### config.mk
export PLATFORM = sky130hd
export DESIGN_NAME = mesi_snoopy_controller
export DESIGN_NICKNAME = d
export VERILOG_FILES = /design/src/rtl/mesi_pkg.sv /design/src/rtl/mesi_state_array.sv /design/src/rtl/mesi_snoopy_controller.sv
export SDC_FILE = /design/constraint.sdc
export NUM_CORES = 1
export LEC_CHECK = 0
export ABC_AREA = 1
export BUFFER_PORTS_ARGS = -buffer_cell sky130_fd_sc_hd__buf_4
export CORE_UTILIZATION = 30
export CTS_CLUSTER_DIAMETER = 50
export DETAILED_ROUTE_END_ITERATION = 10
export REMOVE_ABC_BUFFERS = 1
export SLEW_MARGIN = 10
export SYNTH_ARGS = -nofsm -noshare
export SYNTH_HDL_FRONTEND = slang
export SYNTH_SLANG_ARGS = --single-unit
### constraint.sdc
create_clock -name clock -period 10.15 [get_ports clock]
set_input_delay 1.5225 -clock clock [delete_from_list [all_inputs] [get_ports clock]]
set_output_delay 1.5225 -clock clock [all_outputs]
set_load 0.01 [all_outputs]
### src/rtl/mesi_pkg.sv
// Shared types and pure protocol helpers for the MESI snoopy controller.
package mesi_pkg;

    typedef enum logic [1:0] {
        INVALID   = 2'd0,
        SHARED    = 2'd1,
        EXCLUSIVE = 2'd2,
        MODIFIED  = 2'd3
    } state_t;

    typedef enum logic [2:0] {
        BUS_NONE           = 3'd0,
        BUS_READ           = 3'd1,
        BUS_READ_EXCLUSIVE = 3'd2,
        BUS_INVALIDATE     = 3'd3,
        BUS_WRITEBACK      = 3'd4
    } bus_command_t;

    typedef enum logic [1:0] {
        IDLE,
        REQUEST,
        BUSY,
        DONE
    } fsm_state_t;

    function automatic state_t snoop_next_state(input state_t state,
                                                input bus_command_t command);
        snoop_next_state = state;
        case (command)
            BUS_READ:
                if (state != INVALID) snoop_next_state = SHARED;
            BUS_READ_EXCLUSIVE, BUS_INVALIDATE:
                snoop_next_state = INVALID;
            default: ;
        endcase
    endfunction

    function automatic logic cpu_hit_permitted(input state_t state,
                                               input logic write);
        return (state != INVALID) &&
               (!write || state == EXCLUSIVE || state == MODIFIED);
    endfunction

endpackage

### src/rtl/mesi_state_array.sv
// Direct-mapped tag/state store with separate CPU and snoop ports.
module mesi_state_array
    import mesi_pkg::*;
#(
    parameter int INDEX_WIDTH = 4,
    parameter int TAG_WIDTH   = 12
) (
    input  logic                   clock,
    input  logic                   reset,
    input  logic [INDEX_WIDTH-1:0] cpu_index,
    output logic [TAG_WIDTH-1:0]   cpu_tag,
    output state_t                 cpu_state,
    input  logic [INDEX_WIDTH-1:0] snoop_index,
    output logic [TAG_WIDTH-1:0]   snoop_tag,
    output state_t                 snoop_state,
    input  logic                   cpu_update,
    input  logic [INDEX_WIDTH-1:0] cpu_update_index,
    input  logic [TAG_WIDTH-1:0]   cpu_update_tag,
    input  state_t                 cpu_update_state,
    input  logic                   snoop_update,
    input  logic [INDEX_WIDTH-1:0] snoop_update_index,
    input  state_t                 snoop_update_state
);

    localparam int LINES = 2 ** INDEX_WIDTH;

    logic [TAG_WIDTH-1:0] tags   [LINES];
    state_t               states [LINES];

    assign cpu_tag     = tags[cpu_index];
    assign cpu_state   = states[cpu_index];
    assign snoop_tag   = tags[snoop_index];
    assign snoop_state = states[snoop_index];

    // Snoop write is applied last so it wins on a shared index.
    always_ff @(posedge clock or posedge reset) begin
        if (reset) begin
            for (int i = 0; i < LINES; i++) begin
                tags[i]   <= '0;
                states[i] <= INVALID;
            end
        end else begin
            if (cpu_update) begin
                tags[cpu_update_index]   <= cpu_update_tag;
                states[cpu_update_index] <= cpu_update_state;
            end
            if (snoop_update) states[snoop_update_index] <= snoop_update_state;
        end
    end

endmodule

### src/rtl/mesi_snoopy_controller.sv
// MESI invalidate controller: CPU lookup, bus sequencing and snoop replies
// for one direct-mapped private cache.
module mesi_snoopy_controller
    import mesi_pkg::*;
#(
    parameter  int ADDRESS_WIDTH = 16,
    parameter  int INDEX_WIDTH   = 4,
    localparam int TAG_WIDTH     = ADDRESS_WIDTH - INDEX_WIDTH
) (
    input  logic                     clock,
    input  logic                     reset,
    input  logic                     cpu_valid,
    input  logic                     cpu_write,
    input  logic [ADDRESS_WIDTH-1:0] cpu_address,
    output logic                     cpu_ready,
    output logic                     cpu_done,
    output logic                     bus_request,
    input  logic                     bus_grant,
    output bus_command_t             bus_command,
    output logic [ADDRESS_WIDTH-1:0] bus_address,
    input  logic                     bus_shared,
    input  logic                     bus_done,
    input  logic                     snoop_valid,
    input  logic [2:0]               snoop_command,
    input  logic [ADDRESS_WIDTH-1:0] snoop_address,
    output logic                     snoop_shared,
    output logic                     snoop_flush,
    output logic                     snoop_ack
);

    fsm_state_t               fsm, fsm_next;
    bus_command_t             command_q, command_next;
    bus_command_t             fetch_q, fetch_next;
    logic [ADDRESS_WIDTH-1:0] request_address, request_next;
    logic [ADDRESS_WIDTH-1:0] victim_address, victim_next;
    logic                     hit_q, hit_next;

    logic [TAG_WIDTH-1:0]     line_tag, snoop_line_tag;
    state_t                   line_state, snoop_line_state;
    logic                     cpu_update;
    logic [INDEX_WIDTH-1:0]   update_index;
    logic [TAG_WIDTH-1:0]     update_tag;
    state_t                   update_state;

    bus_command_t snoop_op;
    logic         cpu_hit, accept;
    logic         snoop_hit, snoop_responds, snoop_flushes, snoop_kills;

    mesi_state_array #(
        .INDEX_WIDTH(INDEX_WIDTH),
        .TAG_WIDTH  (TAG_WIDTH)
    ) u_array (
        .clock             (clock),
        .reset             (reset),
        .cpu_index         (cpu_address[INDEX_WIDTH-1:0]),
        .cpu_tag           (line_tag),
        .cpu_state         (line_state),
        .snoop_index       (snoop_address[INDEX_WIDTH-1:0]),
        .snoop_tag         (snoop_line_tag),
        .snoop_state       (snoop_line_state),
        .cpu_update        (cpu_update),
        .cpu_update_index  (update_index),
        .cpu_update_tag    (update_tag),
        .cpu_update_state  (update_state),
        .snoop_update      (snoop_responds),
        .snoop_update_index(snoop_address[INDEX_WIDTH-1:0]),
        .snoop_update_state(snoop_next_state(snoop_line_state, snoop_op))
    );

    assign snoop_op  = bus_command_t'(snoop_command);
    assign snoop_hit = snoop_valid && snoop_line_state != INVALID &&
                       snoop_line_tag == snoop_address[ADDRESS_WIDTH-1:INDEX_WIDTH];
    assign snoop_responds = snoop_hit && (snoop_op == BUS_READ ||
                            snoop_op == BUS_READ_EXCLUSIVE ||
                            snoop_op == BUS_INVALIDATE);
    assign snoop_flushes  = snoop_responds && snoop_line_state == MODIFIED;
    assign snoop_kills    = snoop_responds && snoop_op != BUS_READ;

    assign cpu_hit   = line_state != INVALID &&
                       line_tag == cpu_address[ADDRESS_WIDTH-1:INDEX_WIDTH];
    assign cpu_ready = fsm == IDLE && !snoop_valid && !reset;
    assign accept    = cpu_valid && cpu_ready;

    assign cpu_done    = hit_q || fsm == DONE;
    assign bus_request = fsm == REQUEST || fsm == BUSY;
    assign bus_command = (fsm == BUSY && bus_grant) ? command_q : BUS_NONE;
    assign bus_address = (command_q == BUS_WRITEBACK) ? victim_address
                                                      : request_address;

    always_comb begin
        fsm_next     = fsm;
        command_next = command_q;
        fetch_next   = fetch_q;
        request_next = request_address;
        victim_next  = victim_address;
        hit_next     = 1'b0;
        cpu_update   = 1'b0;
        update_index = request_address[INDEX_WIDTH-1:0];
        update_tag   = request_address[ADDRESS_WIDTH-1:INDEX_WIDTH];
        update_state = INVALID;
        unique case (fsm)
            IDLE: if (accept) begin
                request_next = cpu_address;
                victim_next  = {line_tag, cpu_address[INDEX_WIDTH-1:0]};
                fetch_next   = cpu_write ? BUS_READ_EXCLUSIVE : BUS_READ;
                if (cpu_hit && cpu_hit_permitted(line_state, cpu_write)) begin
                    hit_next = 1'b1;
                    if (cpu_write) begin
                        cpu_update   = 1'b1;
                        update_index = cpu_address[INDEX_WIDTH-1:0];
                        update_tag   = cpu_address[ADDRESS_WIDTH-1:INDEX_WIDTH];
                        update_state = MODIFIED;
                    end
                end else begin
                    fsm_next = REQUEST;
                    if (cpu_hit)
                        command_next = BUS_INVALIDATE;
                    else if (line_state == MODIFIED)
                        command_next = BUS_WRITEBACK;
                    else
                        command_next = cpu_write ? BUS_READ_EXCLUSIVE : BUS_READ;
                end
            end
            REQUEST: begin
                // A snoop may steal the line before we own the bus.
                if (command_q == BUS_INVALIDATE && snoop_kills &&
                    snoop_address == request_address)
                    command_next = BUS_READ_EXCLUSIVE;
                if (command_q == BUS_WRITEBACK && snoop_flushes &&
                    snoop_address == victim_address)
                    command_next = fetch_q;
                if (bus_grant) fsm_next = BUSY;
            end
            BUSY: if (bus_grant && bus_done) begin
                cpu_update = 1'b1;
                if (command_q == BUS_WRITEBACK) begin
                    update_tag   = victim_address[ADDRESS_WIDTH-1:INDEX_WIDTH];
                    update_state = INVALID;
                    command_next = fetch_q;
                    fsm_next     = REQUEST;
                end else begin
                    update_state = (command_q != BUS_READ) ? MODIFIED :
                                   bus_shared ? SHARED : EXCLUSIVE;
                    fsm_next     = DONE;
                end
            end
            DONE: fsm_next = IDLE;
            default: fsm_next = IDLE;
        endcase
    end

    always_ff @(posedge clock or posedge reset) begin
        if (reset) begin
            fsm             <= IDLE;
            command_q       <= BUS_NONE;
            fetch_q         <= BUS_NONE;
            request_address <= '0;
            victim_address  <= '0;
            hit_q           <= 1'b0;
            snoop_ack       <= 1'b0;
            snoop_shared    <= 1'b0;
            snoop_flush     <= 1'b0;
        end else begin
            fsm             <= fsm_next;
            command_q       <= command_next;
            fetch_q         <= fetch_next;
            request_address <= request_next;
            victim_address  <= victim_next;
            hit_q           <= hit_next;
            snoop_ack       <= snoop_valid;
            snoop_shared    <= snoop_responds;
            snoop_flush     <= snoop_flushes;
        end
    end

endmodule
Word level (Yosys, flattened, before mapping). Index checks and enable logic that the tools add are counted.

Register bits after elaboration: 268. Input port bits: 43. Logic and storage cells: 177.

Magnitude comparators: 5. Equal/unequal tests: 23. Mux-type cells: 69. Bitwise gates (word level): 3. Reduce and logical (&&, ||, !) cells: 36.

Operators with widths (number): 192-bit bitwise mux (1); 12-bit 2-to-1 mux (10); 12-bit binary-select mux with 4-bit select (2); 32-bit bitwise mux (2); 32-bit 2-to-1 mux (2); 12-bit demux with 4-bit select (1); 2-bit 2-to-1 mux (20); 16-bit equality test (2); 3-bit 2-to-1 mux (9); 12-bit equality test (2); 12-bit case mux with 2 select lines (1); 1-bit logical AND (19); 2-bit binary-select mux with 4-bit select (2); 2-bit demux with 4-bit select (2); 16-bit 2-to-1 mux (1); 4-bit 2-to-1 mux (4); 5-bit >= comparator, second input constant (3); 4-bit inverter with 5-bit output (3); 2-bit equality test, second input constant (5); 5-bit by 1-bit < comparator with 1-bit output, second input constant (2); 3-bit by 2-bit equality test with 1-bit output, second input constant (3); 3-bit by 1-bit inequality test with 1-bit output, second input constant (3); 3-bit case mux with 3 select lines (1); 2-bit case mux with 2 select lines (2); other kinds (17) (34).

Depth between registers and ports, before layout. Gate-level depths: netlist of run 1.

Depth after elaboration: 21. Mapped depth: 25. Gate-level depth less buffers: 21.

Hierarchy. A second synthesis of run 1 with hierarchy kept.

Cells, all modules: 2717. Area total of the unflattened synthesis: 17299.1 um^2.

Modules (own cells, without submodules): mesi_state_array (instances 1, cells each 2080, area each 13680.6 um^2, sequential area each 5605.4 um^2); mesi_snoopy_controller (instances 1, cells each 637, area each 3618.5 um^2, sequential area each 975.9 um^2).

Least setup slack after synthesis of run 1. Ideal clock, no wire load.

Kind: input to register. Start point: in cpu_address[0]. End point: reg u_array.states[19] in the netlist's numbering. Arrival time: 3793 ps. Data required time: 10033 ps. Setup slack: 6240 ps. Stages: 20. Path buffers: 3. Path through: buf_6 > buf_4 > or2_2 > nand3_1 > nand3_1 > nand3_1 > nand3_1 > nand2_1 > nand2_1 > nor2_1 > nand3_1 > nor2_4 > nand4_2 > nand2_4 > inv_4 > nor2_8 > nand2_4 > buf_6 > nor2_1 > nor2_1.

Longest elaborated chain between the ends: 21. Elaborated cells on any way between the ends: 36. Classes of those cells: order compare: 2; eq/ne: 3; mux: 22; bitwise: 2; reduce/logical: 7.

RTL lines: start: declaration (line mesi_snoopy_controller.sv:14) `input logic [ADDRESS_WIDTH-1:0] cpu_address,`; 4-bit inverter with 5-bit output (implied by the code) (line mesi_state_array.sv:30, mesi_state_array.sv:31); 2-bit binary-select mux with 4-bit select (line mesi_state_array.sv:31) `assign cpu_state = states[cpu_index];`; 2-bit 2-to-1 mux (implied by the code) (2 in series) (line mesi_state_array.sv:31); 2-bit equality test (line mesi_pkg.sv:41) `(!write || state == EXCLUSIVE || state == MODIFIED);`; 1-bit logical OR (2 in series) (line mesi_pkg.sv:41); 1-bit logical AND (line mesi_pkg.sv:40) `return (state != INVALID) &&`; 1-bit logical AND (line mesi_snoopy_controller.sv:106) `if (cpu_hit && cpu_hit_permitted(line_state, cpu_write)) begin`; 4-bit 2-to-1 mux (line mesi_snoopy_controller.sv:106); (+3 left out); 5-bit >= comparator (implied by the code) or 5-bit by 1-bit < comparator with 1-bit output (tied branches) (line mesi_state_array.sv:45) `states[cpu_update_index] <= cpu_update_state;`; 1-bit logical AND (implied by the code) (line mesi_state_array.sv:45); 2-bit 2-to-1 mux (implied by the code) (line mesi_state_array.sv:45); 2-bit demux with 4-bit select (line mesi_state_array.sv:45); 32-bit bitwise mux (line mesi_state_array.sv:45); 32-bit 2-to-1 mux (*) (line mesi_state_array.sv:43) `if (cpu_update) begin`; 32-bit bitwise mux (line mesi_state_array.sv:47) `if (snoop_update) states[snoop_update_index] <= snoop_update_state;`; 32-bit 2-to-1 mux (*) (line mesi_state_array.sv:47); end signal: indexed assignment (line mesi_state_array.sv:45); end signal: indexed assignment (line mesi_state_array.sv:47); end: declaration (line mesi_state_array.sv:28) `state_t states [LINES];`.

Every way passes the cells marked *; elsewhere a longest branch is shown, timed or not. The select of a mux whose other input is x is not followed. A chain may end at the register's enable or synchronous reset.

Final worst setup path of run 1.
Start point: in cpu_address[0]. End point: reg u_array.tags[105] in the netlist's numbering.

Longest elaborated chain between the ends: 18. Elaborated cells on any way between the ends: 33. Classes of those cells: order compare: 2; eq/ne: 3; mux: 19; bitwise: 2; reduce/logical: 7.

RTL lines: 4-bit inverter with 5-bit output (implied by the code) (line mesi_state_array.sv:30, mesi_state_array.sv:31); 2-bit binary-select mux with 4-bit select (line mesi_state_array.sv:31); 2-bit 2-to-1 mux (implied by the code) (2 in series) (line mesi_state_array.sv:31); 2-bit equality test (line mesi_pkg.sv:41); 1-bit logical OR (2 in series) (line mesi_pkg.sv:41); 1-bit logical AND (line mesi_pkg.sv:40); 1-bit logical AND (line mesi_snoopy_controller.sv:106); 4-bit 2-to-1 mux (line mesi_snoopy_controller.sv:106); 4-bit 2-to-1 mux (line mesi_snoopy_controller.sv:102) `IDLE: if (accept) begin`; 4-bit 2-to-1 mux (line mesi_snoopy_controller.sv:101) `unique case (fsm)`; 4-bit inverter with 5-bit output (implied by the code) (line mesi_state_array.sv:44) `tags[cpu_update_index] <= cpu_update_tag;`; 5-bit >= comparator (implied by the code) or 5-bit by 1-bit < comparator with 1-bit output (tied branches) (line mesi_state_array.sv:44); 1-bit logical AND (implied by the code) (line mesi_state_array.sv:44); 12-bit 2-to-1 mux (implied by the code) (line mesi_state_array.sv:44); 12-bit demux with 4-bit select (line mesi_state_array.sv:44); 192-bit bitwise mux (line mesi_state_array.sv:44); end signal: indexed assignment (line mesi_state_array.sv:44); end: declaration (line mesi_state_array.sv:27) `logic [TAG_WIDTH-1:0] tags [LINES];`.

Parallel ways exist; a longest one is shown, timed or not. The select of a mux whose other input is x is not followed.

==> flow_summary.yaml, run 1 <==
status:
  status: "complete, no violations"
pwr:
  power_frac_seq_pct: 35.2
  p_int_mw: 2.67
  switching_share_pct: 41.3
  switchingPower_mw: 1.87
  powerDensity_nw_per_um2: 248
  combPwrFrac_pct: 36.3
  p_clk_share_pct: 28.6
  ir_drop_v: 0.0000990
  p_leak_nw: 8.83
cells_and_area:
  drive_gt1_share_pct: 9.93
  syn_to_final_growth_pct: 11.6
  nets: 2299
  fill_cells: 5647
  diodes: 0
yosys:
  yosysSeqAreaShare_pct: 40.1
  synth_warnings: 0
  synthDistinctLibCells: 51
  ys.flop_type: "dfrtp_1"
  synth-edff-count: 0
  yosys-top-cells-area: "dfrtp_1 40%, nand2_1 16%, nand3_1 7.0%"
  syn_inst: 2274
  avgSynthCellArea_um2: 7.22
  synth_area_leader_cell: "dfrtp_1"
  synth_top_area_share_pct: 40.1
  synthArstFlopShare_pct: 100
  synth-seq-cells: 263
  syn_area_um2: 16400
sta:
  clock.fmax_mhz: 175
  hold_viol_final: 0
  period_minus_slack_ns: 5.73
  fin_setup_tns_ns: 0
  slew_violations: 0
  skew_ns: 0.0199
  maxSlewHeadroom_pct: 28.1
  fin_crit_sh_pct: 56.4
  rsz0062_at_grt: "false"
  worst_pin_slew_ns: 1.08
  final.setup.worst_slack_ns: 4.42
  finalSetupViolCount: 0
global_routing:
  grt_pass1_wl_um: 93300
  antenna_found_initial: 1
  grt.total_usage_pct: 22.0
  grt_overflow_total: 0
  grt_start_max_net_pins: 139
  grt_pass1_vias: 15205
die:
  die_area_um2: 55700
  fp.coreArea_um2: 53900
  initial_core_util_pct: 30.5
  fp.dieH_um: 236
  row_count: 85
  ios: 68
  die_x_um: 236
cts:
  htree_levels: 2
  cts_sinks: 263
  cts_buffer_depth: 3
  insertion_delay_ns: 0.54
  cts_resized: 0
  cts-root-buf: "clkbuf_16"
  hold_buffers: 0
  postCtsSetupRepairBufs: 0
  cts-buffers-inserted: 36
  clkTransAtPathRegs_ns: 0.06
  cts_tree: "built"
critical_path:
  start_kind: "input port"
  critPathKind: "in -> reg"
  crit_fanout: 61
  cp.arrival_ns: 6.11
  cp-startpoint: "cpu_address[0]"
  required_ns: 10.53
  worst_setup_path_end_kind: "flip-flop"
  worstReg2RegStart: "fsm[1]$_DFFE_PP0P_"
placed_design:
  pre_cts_ws_ns: 4.06
  numPortBuffers: 67
  dp_hpwl_um: 38600
  place_congestion: 1.01
route:
  drc: 0
  dr.pass1.iters: 8
  vias: 16069
  ant_nets: 0
  via_per_inst: 5.41
  drt_iter0_drc: 2018
  wire_per_inst_um: 20.8
  drt-total-wl_um: 61800
hold_path:
  hold_start: "u_array.tags[110]$_DFFE_PP0P_"
  worstHoldPathType: "reg -> reg"
flow_run:
  cap_violations: 0
==> logic make-up (layout without fill, tap and decap cells) <==
| logic type | count (synthesis) | in the layout | share of synthesized area [%] |
|---|---|---|---|
| AO/OA/AOI/OAI | 455 | 455 | 16.9 |
| flip-flops | 263 | 263 | 40.1 |
| XOR/XNOR | 20 | 20 | 1.07 |
| adder cells (fa/ha/maj) | 5 | 5 | 0.381 |
| buffers and inverters | 376 | 378 | 10.6 |
| AND/OR/NAND/NOR | 1155 | 1155 | 31.0 |
==> through the flow <==
step	cell area, um^2	total power [mW]	util (%)	hold slack [ns]	instances
after floorplan	15600	2.66	-	0.453	2130
after global placement	17100	3.19	31.7	0.465	2909
after detailed placement	17100	3.23	31.7	0.475	2909
after CTS	18300	4.54	34.0	0.489	2972
after global routing	18300	4.82	34.0	0.503	2972
final	18300	4.54	34.0	0.485	2972
==> worst paths after layout <==
path | endpoint | depth (start not counted) | slack, ns
max | u_array.tags[105]$_DFFE_PP0P_ | 19 | 4.42
min | u_array.tags[110]$_DFFE_PP0P_ | 2 | 0.48
max reg2reg | u_array.tags[119]$_DFFE_PP0P_ | 14 | 5.42
min reg2reg | u_array.tags[110]$_DFFE_PP0P_ | 2 | 0.48
max in group asynchronous | victim_address[15]$_DFFE_PP0P_ | 3 | 7.71
min in group asynchronous | snoop_flush$_DFF_PP0_ | 2 | 1.11
==> power by group through the flow <==
stage          clock network [mW]  registers [mW]  logic [mW]
6_report                     1.30            1.60        1.65
5_1_grt                      1.36            1.63        1.83
4_1_cts                      1.32            1.59        1.63
2_1_floorplan                   0            1.54        1.12
3_3_place_gp                    0            1.59        1.60
3_5_place_dp                    0            1.60        1.63
==> cells in the mapped netlist (3+ instances only) <==
| cell | instances |
|---|---|
| buf_4 | 9 |
| nor3_1 | 8 |
| or2_2 | 4 |
| buf_1 | 5 |
| inv_1 | 215 |
| nor2_1 | 116 |
| nand2_1 | 721 |
| o22ai_1 | 13 |
| a221oi_1 | 3 |
| o21ai_0 | 75 |
| dfrtp_1 | 263 |
| xnor2_1 | 13 |
| nand2_2 | 3 |
| ha_1 | 5 |
| clkbuf_1 | 52 |
| o221ai_1 | 23 |
| o21ai_2 | 20 |
| buf_2 | 51 |
| nand4_1 | 25 |
| nand3_1 | 230 |
| nor4_1 | 3 |
| a22oi_1 | 74 |
| inv_2 | 10 |
| or2_1 | 3 |
| a22o_1 | 8 |
| nand3_2 | 5 |
| nor2_8 | 7 |
| o211ai_1 | 10 |
| a31oi_1 | 13 |
| buf_6 | 25 |
| inv_4 | 4 |
| o21ai_1 | 173 |
| nand2_4 | 18 |
| o21a_1 | 15 |
| nor2_2 | 3 |
| a21oi_1 | 23 |
| xor2_1 | 7 |
==> metal layers <==
| metal | GRT usage (%) | routed length, um | up-vias |
|---|---|---|---|
| li1 | - | - | 7435 |
| met1 | 30.6 | 26400 | 7613 |
| met2 | 33.0 | 26600 | 871 |
| met3 | 3.72 | 6020 | 148 |
| met4 | 10.4 | 2720 | 2 |
| met5 | 0 | 16 | - |
==> final cells by class <==
class	instances	area [um^2]	area share [%]
clock buffers	50	1050	5.71
well taps	696	871	4.75
repair buffers	83	636	3.47
multi-input cells	1635	8130	44.4
inverters	232	893	4.87
clock inverters	13	165	0.901
flip-flops and latches	263	6580	35.9
==> layout by cell type, fill, tap and decap left out, drive strengths merged <==
| master | Yosys | final |
|---|---|---|
| o22ai | 13 | 13 |
| nor2 | 127 | 127 |
| a21oi | 23 | 23 |
| a22o | 8 | 8 |
| o21bai | 2 | 2 |
| or2 | 7 | 7 |
| ha | 5 | 5 |
| buf | 92 | 83 |
| nand2 | 743 | 743 |
| o221ai | 23 | 23 |
| xnor2 | 13 | 13 |
| o211ai | 10 | 10 |
| dfrtp | 263 | 263 |
| a22oi | 74 | 74 |
| nor3b | 1 | 1 |
| nor3 | 8 | 8 |
| o21a | 15 | 15 |
| nand3 | 236 | 236 |
| and2 | 2 | 2 |
| xor2 | 7 | 7 |
| bufinv | 0 | 3 |
| a31oi | 13 | 13 |
| nor4 | 3 | 3 |
| inv | 229 | 231 |
| a211oi | 1 | 1 |
| a41oi | 1 | 1 |
| a21o | 1 | 1 |
| a221oi | 3 | 3 |
| nand4 | 28 | 28 |
| o21ai | 268 | 268 |
| clkbuf | 52 | 50 |
| clkinv | 3 | 11 |
==> worst max-delay path, cell delays in order <==
cell and delay, ns:
buf_4 0.30, inv_4 0.49, buf_4 0.64, nand2_1 0.12, nand3_1 0.09, nand3_1 0.16
nand3_1 0.19, nand2_1 0.08, nand2_1 0.11, nand2_1 0.07, nor2_1 0.11, nand2_1 0.05
nor2_1 0.14, and2_1 0.20, nand3_1 0.60, o21ai_0 0.42, nand3_1 0.14, inv_1 0.41
o21ai_0 0.17
==> state kept, by name (all words and copies together) (netlist names) <==
signal and cells:
u_array.tags 192, u_array.states 32, request_address 16, victim_address 12, command_q 3, fetch_q 2
fsm 2, hit_q 1, snoop_ack 1, snoop_flush 1, snoop_shared 1
(Power assumes the default switching activity.)
==> inputs of run 2 (changes only) <==
==> constraint.sdc (replaced) <==
create_clock -name clock -period 6 [get_ports clock]
set_input_delay 0.9 -clock clock [delete_from_list [all_inputs] [get_ports clock]]
set_output_delay 0.9 -clock clock [all_outputs]
set_load 0.01 [all_outputs]
==> run 2 against run 1 <==
Against the previous run: die area did not move; highest routed layer is now met4; total power is 70% higher; critical endpoint is now u_array.tags[93]$_DFFE_PP0P_; utilization is 0.22 points higher; cell area grew 0.64%; sequential power up 69%; critical path type unchanged; worst hold slack better by 0.0010 ns; combinational power is 68% higher.
==> flow_summary.yaml, run 2 (synthesis gave the netlist of run 1 again) <==
status:
  status: "complete, no violations"
route:
  via_per_inst: 5.42
  drt_iter0_drc: 2324
  ant_nets: 0
  vias: 16158
  dr.pass1.iters: 6
  drc: 0
  wire_per_inst_um: 20.8
  drt-total-wl_um: 62100
global_routing:
  grt.total_usage_pct: 22.1
  grt_overflow_total: 0
  antenna_found_initial: 0
  grt_pass1_wl_um: 93800
  grt_start_max_net_pins: 121
  grt_pass1_vias: 15015
cts:
  hold_buffers: 0
  cts-buffers-inserted: 38
  postCtsSetupRepairBufs: 0
  cts_sinks: 263
  clkTransAtPathRegs_ns: 0.05
  cts-root-buf: "clkbuf_16"
  htree_levels: 2
  cts_buffer_depth: 3
  cts_tree: "built"
  cts_resized: 0
  insertion_delay_ns: 0.55
critical_path:
  crit_fanout: 20
  cp.arrival_ns: 4.86
  start_kind: "input port"
  critPathKind: "in -> reg"
  worst_setup_path_end_kind: "flip-flop"
  timing.reg2reg.setup_slack_ns: 1.78
  required_ns: 6.39
die:
  die_x_um: 236
  ios: 68
  row_count: 85
  fp.coreArea_um2: 53900
  fp.dieH_um: 236
  initial_core_util_pct: 30.5
  die_area_um2: 55700
flow_run:
  cap_violations: 0
pwr:
  p_total_mw: 7.71
  ir_drop_v: 0.000205
  powerDensity_nw_per_um2: 418
  p_leak_nw: 8.90
placed_design:
  place_congestion: 0.971
  place_inst: 2920
  dp_hpwl_um: 39400
  pre_cts_ws_ns: 1.09
  numPortBuffers: 67
  postPlaceCellArea_um2: 17200
cells_and_area:
  largest_reg_flops: 192
  fin_util_pct: 34.2
  fill_cells: 5635
  layout_common_cells: "721 x nand2_1, 263 x dfrtp_1, 230 x nand3_1"
  fin_cells: 2983
  diodes: 0
  syn_to_final_growth_pct: 12.3
  regArea_um2: 6580
  multi_input_area_um2: 8130
  reg_top3: "u_array.tags x192, u_array.states x32, request_address x16"
  drive_gt1_share_pct: 10.5
  regMostFlops: "u_array.tags"
  layout_commonest_cell: "nand2_1"
  design_area_um2: 18400
  nets: 2312
sta:
  worst_hold_slack_ns: 0.486
  maxSlewHeadroom_pct: 16.4
  fin_crit_sh_pct: 74.4
  period_minus_slack_ns: 4.47
  finalSetupViolCount: 0
  rsz0062_at_grt: "false"
  fin_setup_tns_ns: 0
  final.setup.worst_slack_ns: 1.53
  worst_pin_slew_ns: 1.25
  clock.fmax_mhz: 224
  slew_violations: 0
  hold_viol_final: 0
  skew_ns: 0.0196
hold_path:
  worstHoldPathType: "reg -> reg"
run 2: changes by cell type in the layout (fill, tap and decap cells not counted):
| cell | previous run | this run |
|---|---|---|
| clkinv_4 | 1 | 4 |
| inv_8 | 2 | 1 |
| inv_1 | 213 | 214 |
| buf_4 | 82 | 92 |
| clkbuf_1 | 7 | 4 |
| clkinvlp_4 | 0 | 1 |
| clkinv_2 | 6 | 3 |
| buf_12 | 1 | 2 |
| clkinv_1 | 3 | 2 |
| bufinv_16 | 3 | 2 |
| clkbuf_8 | 5 | 9 |
run 2: critical path, stage by stage:
cell and delay [ns]:
buf_4 0.12, inv_1 0.84, buf_4 0.29, nand3_1 0.11, nand3_1 0.17, nand2_1 0.09
nand2_1 0.10, nand2_1 0.08, nor2_1 0.09, nand2_1 0.06, nor2_1 0.07, and2_1 0.22
nand3_1 0.58, o21ai_0 0.42, nand3_1 0.16, inv_1 0.39, o21ai_0 0.15
run 2: where the power goes:
group	leakage [nW]	total, mW	internal [mW]	switching, mW
registers	3.32	2.70	2.29	0.411
clock network	0.606	2.23	1.36	0.873
logic	4.97	2.78	0.877	1.90
run 2: routing by layer:
metal  global-route usage [%]  vias up  routed length [um]
li1                         -     7459                   -
met1                     31.7     7666               27200
met2                     32.8      895               26600
met3                     3.46      138                5720
met4                     9.07        0                2540
met5                        0        -                   0
run 2: final timing paths:
kind / endpoint / startpoint / cells past startpoint
setup / recovery: u_array.tags[93]$_DFFE_PP0P_ / cpu_address[2] / 17
hold / removal: u_array.tags[22]$_DFFE_PP0P_ / u_array.tags[22]$_DFFE_PP0P_ / 2
setup reg to reg: u_array.tags[93]$_DFFE_PP0P_ / fsm[1]$_DFFE_PP0P_ / 12
hold reg to reg: u_array.tags[22]$_DFFE_PP0P_ / u_array.tags[22]$_DFFE_PP0P_ / 2
max in group asynchronous: u_array.tags[97]$_DFFE_PP0P_ / reset / 3
min in group asynchronous: fsm[1]$_DFFE_PP0P_ / reset / 2
run 2: cell type report:
class                      count  share of cell area [%]
inverter                     232                    4.84
tap                          696                    4.72
clock buffer                  51                    5.91
multi-input combinational   1635                    44.1
timing repair buffer          94                    3.96
clock inverter                12                   0.773
sequential                   263                    35.7
